### src/rtl/vai_pkg.sv
// Shared types and constants for the VAI register-slave arbiter.
package vai_pkg;

  typedef enum logic [1:0] {
    IDLE = 2'd0,
    REQ  = 2'd1,
    RSP  = 2'd2
  } vaiState_e;

  localparam int   DW_DEFAULT = 8;
  localparam logic CMD_READ   = 1'b0;
  localparam logic CMD_WRITE  = 1'b1;

  // Index of the set bit in a one-hot grant of up to four masters.
  function automatic logic [1:0] ohToIdx(input logic [3:0] oh);
    logic [1:0] idx;
    idx = 2'd0;
    for (int i = 0; i < 4; i++) begin
      if (oh[i]) idx = 2'(i);
    end
    return idx;
  endfunction

endpackage

### src/rtl/vai_rr_pick.sv
// Round-robin winner selection: the first requester after the last-granted index wins.
module vai_rr_pick
  import vai_pkg::*;
#(
  parameter int CHANNELS = 2
) (
  input  logic [CHANNELS-1:0] req,
  input  logic [1:0]          ptr,
  output logic [CHANNELS-1:0] winner
);

  logic found;

  // Scan distances 1..CHANNELS from the pointer so the last owner ranks lowest.
  always_comb begin
    winner = '0;
    found  = 1'b0;
    for (int k = 1; k <= CHANNELS; k++) begin
      for (int i = 0; i < CHANNELS; i++) begin
        if (!found && req[i] && (i == (int'(ptr) + k) % CHANNELS)) begin
          winner[i] = 1'b1;
          found     = 1'b1;
        end
      end
    end
  end

endmodule

### src/rtl/vai_arbiter.sv
// Arbiter sharing one VAI register slave between CHANNELS masters, one request/response frame at a time.
module vai_arbiter
  import vai_pkg::*;
#(
  parameter int CHANNELS = 2,
  parameter int DW       = DW_DEFAULT
) (
  input  logic                   Clk_i,
  input  logic                   Reset_i,
  input  logic [CHANNELS*DW-1:0] MstDin_i,
  input  logic [CHANNELS-1:0]    MstDinValid_i,
  input  logic [CHANNELS-1:0]    MstDinStart_i,
  input  logic [CHANNELS-1:0]    MstDinStop_i,
  output logic [CHANNELS-1:0]    MstDinAccept_o,
  output logic [CHANNELS*DW-1:0] MstDout_o,
  output logic [CHANNELS-1:0]    MstDoutValid_o,
  output logic [CHANNELS-1:0]    MstDoutStart_o,
  output logic [CHANNELS-1:0]    MstDoutStop_o,
  input  logic [CHANNELS-1:0]    MstDoutAccept_i,
  output logic [DW-1:0]          SlvDin_o,
  output logic                   SlvDinValid_o,
  output logic                   SlvDinStart_o,
  output logic                   SlvDinStop_o,
  input  logic                   SlvDinAccept_i,
  input  logic [DW-1:0]          SlvDout_i,
  input  logic                   SlvDoutValid_i,
  input  logic                   SlvDoutStart_i,
  input  logic                   SlvDoutStop_i,
  output logic                   SlvDoutAccept_o,
  output logic [CHANNELS-1:0]    Grant_o,
  output logic [CHANNELS-1:0]    Error_o
);

  vaiState_e           state, stateNext;
  logic [CHANNELS-1:0] grant, grantNext;
  logic [CHANNELS-1:0] startReq, pick;
  logic [1:0]          ptr, ptrNext;
  logic [3:0]          grantWide;

  assign startReq = MstDinValid_i & MstDinStart_i;
  assign Grant_o  = grant;

  vai_rr_pick #(.CHANNELS(CHANNELS)) uPick (
    .req   (startReq),
    .ptr   (ptr),
    .winner(pick)
  );

  // After reset the pointer sits on the last master so master 0 ranks first.
  always_ff @(posedge Clk_i) begin
    if (Reset_i) begin
      state <= IDLE;
      grant <= '0;
      ptr   <= 2'(CHANNELS - 1);
    end else begin
      state <= stateNext;
      grant <= grantNext;
      ptr   <= ptrNext;
    end
  end

  always_comb begin
    grantWide                 = '0;
    grantWide[CHANNELS-1:0]   = grant;
  end

  always_comb begin
    stateNext       = state;
    grantNext       = grant;
    ptrNext         = ptr;
    MstDinAccept_o  = '0;
    Error_o         = '0;
    MstDout_o       = '0;
    MstDoutValid_o  = '0;
    MstDoutStart_o  = '0;
    MstDoutStop_o   = '0;
    SlvDin_o        = '0;
    SlvDinValid_o   = 1'b0;
    SlvDinStart_o   = 1'b0;
    SlvDinStop_o    = 1'b0;
    SlvDoutAccept_o = 1'b0;

    case (state)
      IDLE: begin
        // Stray beats without a start are swallowed and flagged; start beats wait for the grant.
        if (!Reset_i) begin
          MstDinAccept_o = MstDinValid_i & ~MstDinStart_i;
          Error_o        = MstDinValid_i & ~MstDinStart_i;
        end
        if (|startReq) begin
          stateNext = REQ;
          grantNext = pick;
        end
      end

      REQ: begin
        for (int i = 0; i < CHANNELS; i++) begin
          if (grant[i]) begin
            SlvDin_o          = MstDin_i[i*DW +: DW];
            SlvDinValid_o     = MstDinValid_i[i];
            SlvDinStart_o     = MstDinStart_i[i];
            SlvDinStop_o      = MstDinStop_i[i];
            MstDinAccept_o[i] = SlvDinAccept_i;
          end
        end
        if (SlvDinValid_o && SlvDinStop_o && SlvDinAccept_i) begin
          stateNext = RSP;
        end
      end

      RSP: begin
        for (int i = 0; i < CHANNELS; i++) begin
          if (grant[i]) begin
            MstDout_o[i*DW +: DW] = SlvDout_i;
            MstDoutValid_o[i]     = SlvDoutValid_i;
            MstDoutStart_o[i]     = SlvDoutStart_i;
            MstDoutStop_o[i]      = SlvDoutStop_i;
            SlvDoutAccept_o       = MstDoutAccept_i[i];
          end
        end
        if (SlvDoutValid_i && SlvDoutStop_i && SlvDoutAccept_o) begin
          stateNext = IDLE;
          grantNext = '0;
          ptrNext   = ohToIdx(grantWide);
        end
      end

      default: begin
        stateNext = IDLE;
        grantNext = '0;
      end
    endcase
  end

endmodule
### config.mk
export PLATFORM = sky130hd
export DESIGN_NAME = vai_arbiter
export DESIGN_NICKNAME = d
export VERILOG_FILES = /design/src/rtl/vai_pkg.sv /design/src/rtl/vai_rr_pick.sv /design/src/rtl/vai_arbiter.sv
export SDC_FILE = /design/constraint.sdc
export NUM_CORES = 1
export LEC_CHECK = 0
export BUFFER_PORTS_ARGS = -buffer_cell sky130_fd_sc_hd__buf_2
export CAP_MARGIN = 20
export CORE_ASPECT_RATIO = 1.2
export CORE_MARGIN = 2
export CORE_UTILIZATION = 36
export DETAILED_ROUTE_END_ITERATION = 7
export GPL_TIMING_DRIVEN = 0
export PLACE_DENSITY = 0.85
export RECOVER_POWER = 100
export SETUP_SLACK_MARGIN = 0.15
export SYNTH_ARGS = -nofsm -noshare
export SYNTH_HDL_FRONTEND = slang
export SYNTH_SLANG_ARGS = --single-unit
### constraint.sdc
create_clock -name Clk_i -period 1.8 [get_ports Clk_i]
set_input_delay 0 -clock Clk_i [delete_from_list [all_inputs] [get_ports Clk_i]]
set_output_delay 0 -clock Clk_i [all_outputs]
set_load 0.005 [all_outputs]
Word-level counts from Yosys, hierarchy flattened --
Index checks and enable logic that the tools add are counted.
Cells by class: add/subtract/negate cells 2, eq/ne operators 7, multiplexer cells 48, bitwise gates (word level) 6, reduce and logical (&&, ||, !) cells 21
Operator list (count):
- zero test 32 bit | 2
- two-way mux 8 bit | 5
- two-way mux 1 bit | 30
- two-way mux 2 bit | 9
- two-way mux 16 bit | 1
- one-hot mux 2 bit (3 select lines) | 2
- logical AND 1 bit | 11
- != test 2 bit (second input constant) | 3
- AND reduction 3 bit | 2
- bitwise AND 2 bit | 2
- == test 2 bit (first input constant) | 2
- one-hot mux 2 bit (2 select lines) | 1
- zero test 1 bit | 3
- adder 1 bit (second input constant) | 2
- bitwise AND 1 bit (first input constant) | 2
- == test 2 x 1 -> 1 bit (second input constant) | 1
- == test 2 bit (second input constant) | 1
- zero test 2 bit | 1
- NOT 2 bit | 1
- AND reduction 2 bit | 1
- OR reduction 2 bit | 1
- NOT 1 bit | 1
Storage, ports and cells: bits in registers 5, bits of input ports 38, output and inout port bits 40

Logic depth before layout (Yosys ltp) --
depth in word-level cells 19, depth in mapped cells 5

Hierarchy --
A second synthesis with hierarchy kept.
Second synthesis, totals: cell total of the unflattened synthesis 105, area total of the unflattened synthesis 720.7 um2
By module, submodules not included:
- vai_arbiter | instances 1, cells an instance 102, area each 701.9 um2
- vai_rr_pick | instances 1, cells an instance 3, area each 18.8 um2

Worst setup path before layout --
Ideal clock, no wire load.
kind flip-flop to flip-flop, start register grant[1], in the netlist Grant_o[1], end register ptr[0], library setup time 0.120 ns, arrival 1.108 ns, path slack 0.572 ns, stages on the path, launching flop included 5, clock period less this slack 1.228 ns, path through dfxtp_1 -> buf_2 -> nand2_1 -> a211o_1 -> a211o_1
On the way: longest elaborated chain between the ends 4
RTL lines:
- start, declared | RTL line vai_arbiter.sv:35 | logic [CHANNELS-1:0] grant, grantNext;
- start signal, assigned | RTL line vai_arbiter.sv:57 | grant <= grantNext;
- two-way mux 1 bit | RTL line vai_arbiter.sv:113 | if (grant[i]) begin
- two-way mux 1 bit | RTL line vai_arbiter.sv:83 | case (state)
- logical AND 1 bit | RTL line vai_arbiter.sv:121 | if (SlvDoutValid_i && SlvDoutStop_i && SlvDoutAccept_o) begin
- AND reduction 2 bit (no source line)
- end signal, assigned | RTL line vai_arbiter.sv:54 | ptr <= 2'(CHANNELS - 1);
- end signal, assigned | RTL line vai_arbiter.sv:58 | ptr <= ptrNext;
- end, declared | RTL line vai_arbiter.sv:37 | logic [1:0] ptr, ptrNext;
Several ways; a longest one is shown, not always the timed one. The select of a mux whose other input is x is not followed. A chain may end at the register's enable or synchronous reset.

Worst setup path in the final report --
start register state[1], end output port MstDinAccept_o[0]
On the way: longest elaborated chain between the ends 2
RTL lines:
- start, declared | RTL line vai_arbiter.sv:34 | vaiState_e state, stateNext;
- start signal, assigned | RTL line vai_arbiter.sv:56 | state <= stateNext;
- == test 2 x 1 -> 1 bit / zero test 2 bit (equally long branches) | RTL line vai_arbiter.sv:83
- one-hot mux 2 bit (2 select lines) (*) | RTL line vai_arbiter.sv:83
- end, declared | RTL line vai_arbiter.sv:14 | output logic [CHANNELS-1:0] MstDinAccept_o,
Every way passes the cells marked *; elsewhere a longest branch is shown, timed or not.

==> results.md <==
- WL met3: 243 µm
- IO Port Bufs: 77
- Worst Hold Class: input port to flop
- Synthesized flop and latch total: 5
- Main flop type after synthesis: dfxtp_1
- CTS clock-pin slew for the worst setup and hold paths: 0.05 ns
- Final ANT Viol Nets: 0
- Final worst-path cycle share: approximately nine tenths
- Sink Count: 5
- Setup TNS: 0 ns
- Final setup violating endpoints: 0
- Reg-to-reg endpoint: ptr[0]$_SDFFE_PP1P_
- Die ar.: between 0.002 and 0.0025 mm²
- CP required: 1.80 ns
- Depth of the worst register-to-register path: 3
- Iter 0 DRT Violations: 37
- Syn Std Cell Area: 690.7 µm²
- Hold buffers post-CTS: 0
- Reg2Reg Launch Point: Grant_o[0]$_SDFFE_PP0P_
- CTS tree: done
- Syn. warnings: 0
- # resized after CTS: 0
- Filler cells: 174
- Final Instance Area: about 0.0011 mm²
- Core box area: around 0.0018 mm²
- Async S/R FF share, synth: 0%
- Root Buffer: clkbuf_4
- Endpoint of the worst hold path: ptr[0]$_SDFFE_PP1P_
- CP max stage cell: or3_4
- Top post-synthesis cells by area: and3_1, dfxtp_1, a22oi_1
- Wire length on met1: approximately 940 µm
- Post-layout minimum cycle time: 1.606 ns
- Number of synthesized flops with an enable pin: 0
- Dpl cell area: approximately 0.0011 mm²
- Slew @ Worst Pin: about 0.37 ns
- R2R setup slack: around 0.46 ns
- RePlAce Congestion: between 0.7 and 0.8
- Initial antenna violation count: 0
- Die Height: just over 50 µm
- Post-DP HPWL: 2030 µm
- Crit-path cells: or3_4, nor3b_1, o21bai_1, buf_2
- Commonest cells in the netlist: and3_1, nor2_1, a22oi_1
- First-pass DRT Iterations: 4
- Maxcap violations: 0
- Total GRT Usage: between 20% and 30%
- Syn_area_per_cell: between 6 and 7 µm²
- Synth Instances: between 90 and 100
- First-pass GRT wire length: a little over 4000 µm
- Leakage: about 0.63 nW
- Startpoint types: flop
- Vias in the first global route: ~1000
- Rows: 17
- Final hold vios: 0
- Final worst slack: 0.1936 ns
- Hold Crit Depth: 2
- Setup crit end kind: output pin
- Largest net degree at the start of global routing: 11
- Global route overflow: 0
- Ports: 78
- N_diodes: 0
- Critical Path Fanout Max: 8
- CP Class: flop to output pin
- Slew margin rel.: about three quarters
- DR vias/cell: approximately 5.6
- Routed wl met2: 1336 µm
- Worst skew pair latency: ~0.27 ns
- Crit-path max cell delay: a little over 0.4 ns
- Critical path arrival: between 1.5 and 2 ns
- Critical Path Start: state[1]$_SDFFE_PP0P_
- H-tree depth: 1
- Peak supply drop: around 0.31 mV
- Drt drc: 0
- Post-synth cell types: 29
- Num CTS Buffers: 3
- Synth top area share: 20.83%
- Cell with the most instances after synthesis: and3_1
- Seq/Total Area, Yosys: approximately 14%
- Die W: roughly 44 µm
- Status: finished clean
- Initial Util: between 30% and 40%
- Fmax: approximately 620 MHz
- Pre-CTS setup slack: between 0.4 and 0.5 ns
- Mapped Nets: around 140
- RSZ-0062 raised after global routing: true
- Hold Crit Start: Reset_i
- Final Net Count: 219
- Number of post-CTS setup repair buffers: 0
- Pwr dens: 387.2 mW/mm²
- Drt wl/cell: 12.80 µm
- Maximum clock insertion buffer count: 2
- Post-Route WL: 2548 µm
- Via count: roughly 1100
- DR top layer: met4
- Area delta synth->final: 59.24%
- Max Slew Vio Count: 0
- Layout cells sized above 1: a little over two fifths
- Setup Skew: 0.004791 ns
- Dominant cell type by area after synthesis: and3_1
-- placed cells by master (no fill, tap or decap) --
| cell type | Yosys | final |
|---|---|---|
| nand2_1 | 5 | 5 |
| clkbuf_4 | 0 | 3 |
| nor2_1 | 12 | 12 |
| o2111ai_1 | 1 | 1 |
| clkbuf_1 | 5 | 16 |
| nand2b_1 | 4 | 4 |
| nand4_1 | 1 | 1 |
| a41oi_1 | 1 | 1 |
| o21bai_1 | 2 | 2 |
| nand3_1 | 1 | 1 |
| a211o_1 | 2 | 2 |
| o31ai_1 | 1 | 1 |
| nor3_1 | 1 | 1 |
| o211ai_1 | 3 | 4 |
| o211a_1 | 1 | 1 |
| nor3b_1 | 1 | 3 |
| o311ai_2 | 1 | 1 |
| buf_2 | 3 | 63 |
| a21oi_1 | 2 | 2 |
| nand3b_1 | 2 | 2 |
| inv_1 | 3 | 3 |
| a22oi_1 | 11 | 11 |
| nor2b_1 | 2 | 2 |
| clkbuf_2 | 0 | 8 |
| dfxtp_1 | 5 | 5 |
| or3_4 | 1 | 1 |
| a311o_1 | 1 | 1 |
| and3_1 | 23 | 23 |
-- worst max-delay path, delay by kind of cell, from the launching register on --
family	cells	cell delay, ns
simple gates	2	0.68
flops	1	0.38
compound gates	1	0.15
buf+inv	1	0.13
-- layer usage --
metal  vias to the layer above  GRT usage [%]
met5                         -              0
met4                         0          13.13
met3                         4          2.778
met2                        62          43.63
met1                       508          22.92
li1                        536              -
-- state kept, by name (all words and copies together), names as in the netlist --
name and count:
Grant_o 2, state 2, ptr 1
-- final cells by class --
class / instances / area (µm²) / area share [%]
buffer: 9 / 41.29 / 3.754
clock buffer: 4 / 26.28 / 2.389
inverter: 3 / 11.26 / 1.024
multi-input combinational: 82 / 526.8 / 47.90
sequential: 5 / 100.1 / 9.101
tap: 19 / 23.77 / 2.162
timing repair buffer: 77 / 370.4 / 33.67
-- power breakdown --
part           total [W]  internal, W  switching, W
registers       0.000122     0.000116    0.00000614
clock network   0.000153    0.0000852     0.0000675
logic           0.000151    0.0000695     0.0000815
total           0.000426     0.000271      0.000155
-- how the worst max path moves through the flow --
stage                                to  slack (ns)  depth (start not counted)
global placement    ptr[0]$_SDFFE_PP1P_        0.48                          3
finish                MstDinAccept_o[0]        0.19                          4
floorplan           ptr[0]$_SDFFE_PP1P_        0.57                          4
global route          MstDinAccept_o[1]        0.07                          4
CTS                        MstDout_o[3]        0.18                          4
detailed placement  ptr[0]$_SDFFE_PP1P_        0.46                          3
-- kinds of logic after synthesis --
family          after synthesis  share of synthesized area (%)
buf+inv                      12                          7.064
compound gates               27                          32.07
simple gates                 55                          46.37
flops                         5                          14.49
-- per-stage QoR --
stage          total power (W)  hold WS, ns  util (%)  instances
2_1_floorplan        0.0001978      0.02755         -         99
4_1_cts              0.0004280     0.004700     61.56        199
3_3_place_gp         0.0002728       0.2645     60.12        195
5_1_grt              0.0004506      0.03950     60.12        199
6_report             0.0004259     0.006103     60.12        199
3_5_place_dp         0.0002788       0.2737     60.12        195
No activity file was read; power rests on OpenSTA's default activity.
